## src/rtl/uart_pkg.sv

```systemverilog
// Shared UART definitions: receiver states, parity types, limits.
package uart_pkg;

  typedef enum logic [2:0] {
    IDLE,
    START,
    DATA,
    PARITY,
    STOP
  } rx_state_e;

  localparam logic EVEN = 1'b0;
  localparam logic ODD  = 1'b1;

  localparam int PRESCALE_MIN = 4;

  function automatic logic maj3(
    input logic a,
    input logic b,
    input logic c
  );
    return (a & b) | (a & c) | (b & c);
  endfunction

endpackage

```

## src/rtl/uart_rx_sampler.sv

```systemverilog
// Per-bit edge counter and mid-bit sampling for the UART receiver.
// UART_RX_MAJORITY_VOTE_EN: 2-of-3 vote around the bit centre.
module uart_rx_sampler
  import uart_pkg::*;
#(
  parameter int PRESCALE = 8
) (
  input  logic clk_i,
  input  logic rst_i,
  input  logic rx_s_i,
  input  logic run_i,
  output logic sampled_bit,
  output logic decide,
  output logic bit_end
);

  localparam int PS = (PRESCALE < PRESCALE_MIN) ? PRESCALE_MIN : PRESCALE;
  localparam int H  = PS / 2;
  localparam int CW = $clog2(PS);

  localparam logic [CW-1:0] LAST  = CW'(PS - 1);
  localparam logic [CW-1:0] MID   = CW'(H);
  localparam logic [CW-1:0] DEC   = CW'(H + 1);

  logic [CW-1:0] edge_cnt_q, edge_cnt_d;

  always_comb begin
    edge_cnt_d = '0;
    if (run_i && edge_cnt_q != LAST)
      edge_cnt_d = edge_cnt_q + CW'(1);
  end

  always_ff @(posedge clk_i or posedge rst_i) begin
    if (rst_i) edge_cnt_q <= '0;
    else       edge_cnt_q <= edge_cnt_d;
  end

  assign decide  = (edge_cnt_q == DEC);
  assign bit_end = (edge_cnt_q == LAST);

`ifdef UART_RX_MAJORITY_VOTE_EN
  localparam logic [CW-1:0] PRE = CW'(H - 1);

  logic s_pre_q, s_mid_q;

  always_ff @(posedge clk_i or posedge rst_i) begin
    if (rst_i) begin
      s_pre_q <= 1'b1;
      s_mid_q <= 1'b1;
    end else begin
      if (edge_cnt_q == PRE) s_pre_q <= rx_s_i;
      if (edge_cnt_q == MID) s_mid_q <= rx_s_i;
    end
  end

  // Third vote is the live line value in the decision cycle itself.
  assign sampled_bit = maj3(s_pre_q, s_mid_q, rx_s_i);
`else
  logic s_mid_q;

  always_ff @(posedge clk_i or posedge rst_i) begin
    if (rst_i)                  s_mid_q <= 1'b1;
    else if (edge_cnt_q == MID) s_mid_q <= rx_s_i;
  end

  assign sampled_bit = s_mid_q;
`endif

endmodule

```

## src/rtl/uart_rx.sv

```systemverilog
// Oversampling UART receiver: start, 2**DATAWIDTH data bits, opt parity, stop.
// Build with UART_RX_MAJORITY_VOTE_EN for majority-voted bit sampling.
module uart_rx
  import uart_pkg::*;
#(
  parameter int DATAWIDTH = 3,
  parameter int PRESCALE  = 8
) (
  input  logic                    CLK,
  input  logic                    RST_ASYN,
  input  logic                    RX_IN,
  input  logic                    PAR_EN,
  input  logic                    PAR_TYP,
  output logic [2**DATAWIDTH-1:0] P_DATA,
  output logic                    Data_Valid,
  output logic                    PAR_ERR,
  output logic                    STP_ERR,
  output logic                    busy
);

  localparam int N = 2**DATAWIDTH;
  localparam logic [DATAWIDTH-1:0] LAST_BIT = DATAWIDTH'(N - 1);

  rx_state_e state_q, state_d;

  logic rx_meta_q, rx_s_q;
  logic [DATAWIDTH-1:0] bit_cnt_q, bit_cnt_d;
  logic [N-1:0] shift_q, shift_d;
  logic [N-1:0] p_data_q, p_data_d;
  logic par_en_q, par_en_d;
  logic par_typ_q, par_typ_d;
  logic par_bad_q, par_bad_d;
  logic dv_q, dv_d;
  logic perr_q, perr_d;
  logic serr_q, serr_d;

  logic run, sampled_bit, decide, bit_end;

  always_ff @(posedge CLK or posedge RST_ASYN) begin
    if (RST_ASYN) begin
      rx_meta_q <= 1'b1;
      rx_s_q    <= 1'b1;
    end else begin
      rx_meta_q <= RX_IN;
      rx_s_q    <= rx_meta_q;
    end
  end

  assign run = (state_d != IDLE);

  uart_rx_sampler #(
    .PRESCALE(PRESCALE)
  ) u_sampler (
    .clk_i      (CLK),
    .rst_i      (RST_ASYN),
    .rx_s_i     (rx_s_q),
    .run_i      (run),
    .sampled_bit(sampled_bit),
    .decide     (decide),
    .bit_end    (bit_end)
  );

  always_comb begin
    state_d   = state_q;
    bit_cnt_d = bit_cnt_q;
    shift_d   = shift_q;
    p_data_d  = p_data_q;
    par_en_d  = par_en_q;
    par_typ_d = par_typ_q;
    par_bad_d = par_bad_q;
    dv_d      = 1'b0;
    perr_d    = 1'b0;
    serr_d    = 1'b0;

    unique case (state_q)
      IDLE: begin
        if (!rx_s_q) begin
          state_d   = START;
          par_en_d  = PAR_EN;
          par_typ_d = PAR_TYP;
          bit_cnt_d = '0;
          par_bad_d = 1'b0;
        end
      end
      START: begin
        if (decide && sampled_bit) state_d = IDLE;
        else if (bit_end)          state_d = DATA;
      end
      DATA: begin
        if (decide) shift_d[bit_cnt_q] = sampled_bit;
        if (bit_end) begin
          if (bit_cnt_q == LAST_BIT) begin
            bit_cnt_d = '0;
            state_d   = par_en_q ? PARITY : STOP;
          end else begin
            bit_cnt_d = bit_cnt_q + DATAWIDTH'(1);
          end
        end
      end
      PARITY: begin
        if (decide)
          par_bad_d = sampled_bit ^ (^shift_q) ^ (par_typ_q == ODD);
        if (bit_end) state_d = STOP;
      end
      STOP: begin
        // Leave mid stop bit so a back-to-back start edge is not missed.
        if (decide) begin
          state_d = IDLE;
          serr_d  = !sampled_bit;
          perr_d  = par_bad_q;
          if (sampled_bit && !par_bad_q) begin
            p_data_d = shift_q;
            dv_d     = 1'b1;
          end
        end
      end
      default: state_d = IDLE;
    endcase
  end

  always_ff @(posedge CLK or posedge RST_ASYN) begin
    if (RST_ASYN) begin
      state_q   <= IDLE;
      bit_cnt_q <= '0;
      shift_q   <= '0;
      p_data_q  <= '0;
      par_en_q  <= 1'b0;
      par_typ_q <= EVEN;
      par_bad_q <= 1'b0;
      dv_q      <= 1'b0;
      perr_q    <= 1'b0;
      serr_q    <= 1'b0;
    end else begin
      state_q   <= state_d;
      bit_cnt_q <= bit_cnt_d;
      shift_q   <= shift_d;
      p_data_q  <= p_data_d;
      par_en_q  <= par_en_d;
      par_typ_q <= par_typ_d;
      par_bad_q <= par_bad_d;
      dv_q      <= dv_d;
      perr_q    <= perr_d;
      serr_q    <= serr_d;
    end
  end

  assign P_DATA     = p_data_q;
  assign Data_Valid = dv_q;
  assign PAR_ERR    = perr_q;
  assign STP_ERR    = serr_q;
  assign busy       = (state_q != IDLE);

endmodule
```

## config.mk

```make
export PLATFORM = sky130hd
export DESIGN_NAME = uart_rx
export DESIGN_NICKNAME = d
export VERILOG_FILES = /design/src/rtl/uart_pkg.sv /design/src/rtl/uart_rx_sampler.sv /design/src/rtl/uart_rx.sv
export SDC_FILE = /design/constraint.sdc
export NUM_CORES = 1
export LEC_CHECK = 0
export BUFFER_PORTS_ARGS = -buffer_cell sky130_fd_sc_hd__buf_2
export CAP_MARGIN = 20
export CORE_UTILIZATION = 62
export DETAILED_ROUTE_END_ITERATION = 8
export GPL_ROUTABILITY_DRIVEN = 0
export PLACE_DENSITY = 0.84
export SLEW_MARGIN = 10
export SYNTH_ARGS = -nofsm -noshare
export SYNTH_HDL_FRONTEND = slang
export SYNTH_SLANG_ARGS = --single-unit
```

## constraint.sdc

```tcl
create_clock -name CLK -period 3.5 [get_ports CLK]
set_input_delay 0.7 -clock CLK [delete_from_list [all_inputs] [get_ports CLK]]
set_output_delay 0.7 -clock CLK [all_outputs]
set_load 0.005 [all_outputs]
```

==> flow_summary.ini <==
[routing]
dr_total_vias = 1124
ant_nets = 0
via_per_inst = 6.01
wl_per_cell_um = 15.5
drcViolationCount = 0
routed_wl_um = 2890
drt_iter0_markers = 18
firstDrtPassIters = 4

[power]
leakage_nw = 0.929
clkPwrFrac_pct = 21.2
p_comb_share_pct = 26.6
powerDensity_nw_per_um2 = 583
ir_worst_vdd_mv = 0.402
p_total_mw = 1.06
seqPwrFrac_pct = 52.2
switching_power_mw = 0.349
p_int_mw = 0.710
swShare_pct = 32.9

[global_routing]
globalRoute.busiestLayer = met2
grt_pass1_wl_um = 4660
grt_usage_pct = 23.8
gr-usage-met2_pct = 38.3
grt_max_degree = 35
antenna_found_initial = 0
grt_util_met1_pct = 28.2
gr-total-overflow = 0
grt_pass1_vias = 1074
grt_use_met3_pct = 6.50

[clock_network]
post_cts_resized = 0
hold_buffers = 0
cts.sinks = 34
cts_setup_buffers = 0
root_buffer = clkbuf_4
insertion_delay_ns = 0.34
clk_pin_slew_ns = 0.10
numCtsBuffers = 5
cts_tree = done
cts_htree_levels = 2
cts.path.max_buffers = 2

[worst_setup_path]
path_cells = or3_1 -> buf_2
arrival_ns = 1.40
path_delay_family = flip-flops
critPathBufInv = 1
crit_start = state_q[1]
worstReg2RegStart = state_q[1]
endpoint_kind = output port
critPathMaxStageDelay_ns = 0.50
cp.required_ns = 2.80
path_max_fanout = 11
cp-start-kind = register
worstSetupPathType = register to output port
cp_slowest_cell = dfrtp_1

[logic_synthesis]
async_flop_share_pct = 100
yosysSeqAreaShare_pct = 51.5
synth-edff-count = 0
syn_nets = 149
synth_top_area_share_pct = 46.8
synthesis.yosys.warnings = 0
yosysUniqueCellTypes = 34
syn_avg_cell_area_sq_um = 12.1
synthCells = 137
synth_top_area_cell = dfrtp_1
ys_seq_elements = 34
synthTopCellsByArea = dfrtp_1 47%, mux2_2 12%, ha_1 5.3%
synth_area_sq_um = 1660
synth_ff_type = dfrtp_1

[timing]
max_freq_mhz = 475
setup_tns_ns = 0
slew_headroom_pct = 38.9
worst_slack_ns = 1.40
rsz0062_at_grt = false
slew_viol_final = 0
fin_skew_ns = 0.00673
hold_violations = 0
fin_crit_ns = 2.10
worst_slew_pin_slew_ns = 0.909
post-route-period-util_pct = 60.1
finalSetupViolations = 0

[min_path]
hp-start = rx_meta_q
hp-class = register to register

[floorplan]
core_area_sq_um = 2500
die_w_um = 53.7
io_pins = 17
die_y_um = 53.7
initial_core_util_pct = 66.3
die_area_sq_um = 2880
fp-row-count = 18

[placement]
portBuffers = 16
dp_hpwl_um = 2070
place_inst = 179
postPlaceCellArea_sq_um = 1760
pre_cts_slack_ns = 1.51

[layout]
regArea_sq_um = 855
fillCellCount = 168
fin_nets = 168
final_cells = 187
area.growth.synth_to_final_pct = 9.58
diodes = 0
final_cell_mix = 31 x dfrtp_1, 17 x mux2_2, 16 x buf_2
multi_input_area_sq_um = 754
final_common_cell = dfrtp_1
drive_gt1_share_pct = 33.8
stdcell_area_sq_um = 1820

[status]
status = complete, no violations

[run]
max_cap_viol_count = 0
-- final cells by class --
cell class              instances  share of cell area (%)
repair buffers                 17                    4.82
clock inverters                 1                   0.275
multi-input cells              92                    41.5
inverters                       6                    1.24
clock buffers                   7                    3.03
well taps                      30                    2.07
flip-flops and latches         34                    47.0
-- stage by stage --
stage | utilization [%] | hold WS [ns]
2_1_floorplan | - | 0.345
3_3_place_gp | 70.3 | 0.346
3_5_place_dp | 70.3 | 0.348
4_1_cts | 72.7 | 0.360
5_1_grt | 72.7 | 0.369
6_report | 72.7 | 0.357
-- power groups by stage --
| stage | registers (mW) | logic, mW | clock network (mW) |
|---|---|---|---|
| floorplan | 0.512 | 0.255 | 0 |
| global placement | 0.551 | 0.270 | 0 |
| detailed placement | 0.557 | 0.283 | 0 |
| CTS | 0.549 | 0.285 | 0.229 |
| global route | 0.567 | 0.318 | 0.244 |
| finish | 0.553 | 0.282 | 0.224 |
-- state kept, by name (all words and copies together), names as in the netlist --
name,flops
state_q,3
rx_meta_q,1
par_en_q,1
PAR_ERR,1
STP_ERR,1
P_DATA,8
bit_cnt_q,3
Data_Valid,1
par_bad_q,1
u_sampler.edge_cnt_q,3
par_typ_q,1
shift_q,8
rx_s_q,1
u_sampler.sampled_bit,1
-- cells in the mapped netlist (all sizes together) (2+ instances only) --
master   n
dfstp    3
nand3b   5
nor2     5
ha       7
and2     2
mux2i    2
mux2    17
nor3b    5
nor3     2
nand2   14
or3      2
nand3    3
xnor2    6
and3     4
or2      2
dfrtp   31
buf      4
a22o     3
inv      6
nor2b    2
a31o     2
-- final timing paths --
kind                                         endpoint  slack, ns  depth (start not counted)
worst max-delay path                             busy       1.40                          2
min in group asynchronous                   P_DATA[7]       0.44                          3
worst max register to register             shift_q[2]       1.52                          4
max in group asynchronous       u_sampler.sampled_bit       2.73                          3
worst min register to register                 rx_s_q       0.36                          0
worst min-delay path                           rx_s_q       0.36                          0
-- routing by layer --
metal	routed length (um)	part of all wire, %	vias up
met3	150	5.2	8
met2	1390	48	34
met4	58	2.0	0
met1	1290	45	562
li1	-	-	520
met5	0	0	-
-- cell families (layout without fill, tap and decap cells) --
kind of cell | Yosys count | in the layout | share of synthesized area, %
DFF | 34 | 34 | 51.5
and+or+nand+nor | 50 | 50 | 18.0
muxes | 19 | 19 | 12.8
AOI/OAI and AO/OA | 8 | 8 | 4.45
xor gates and xnor gates | 8 | 8 | 5.06
adders and majority gates | 7 | 7 | 5.28
buffers and inverters | 11 | 31 | 2.94
Note: power is estimated with default switching activity, not from simulation.
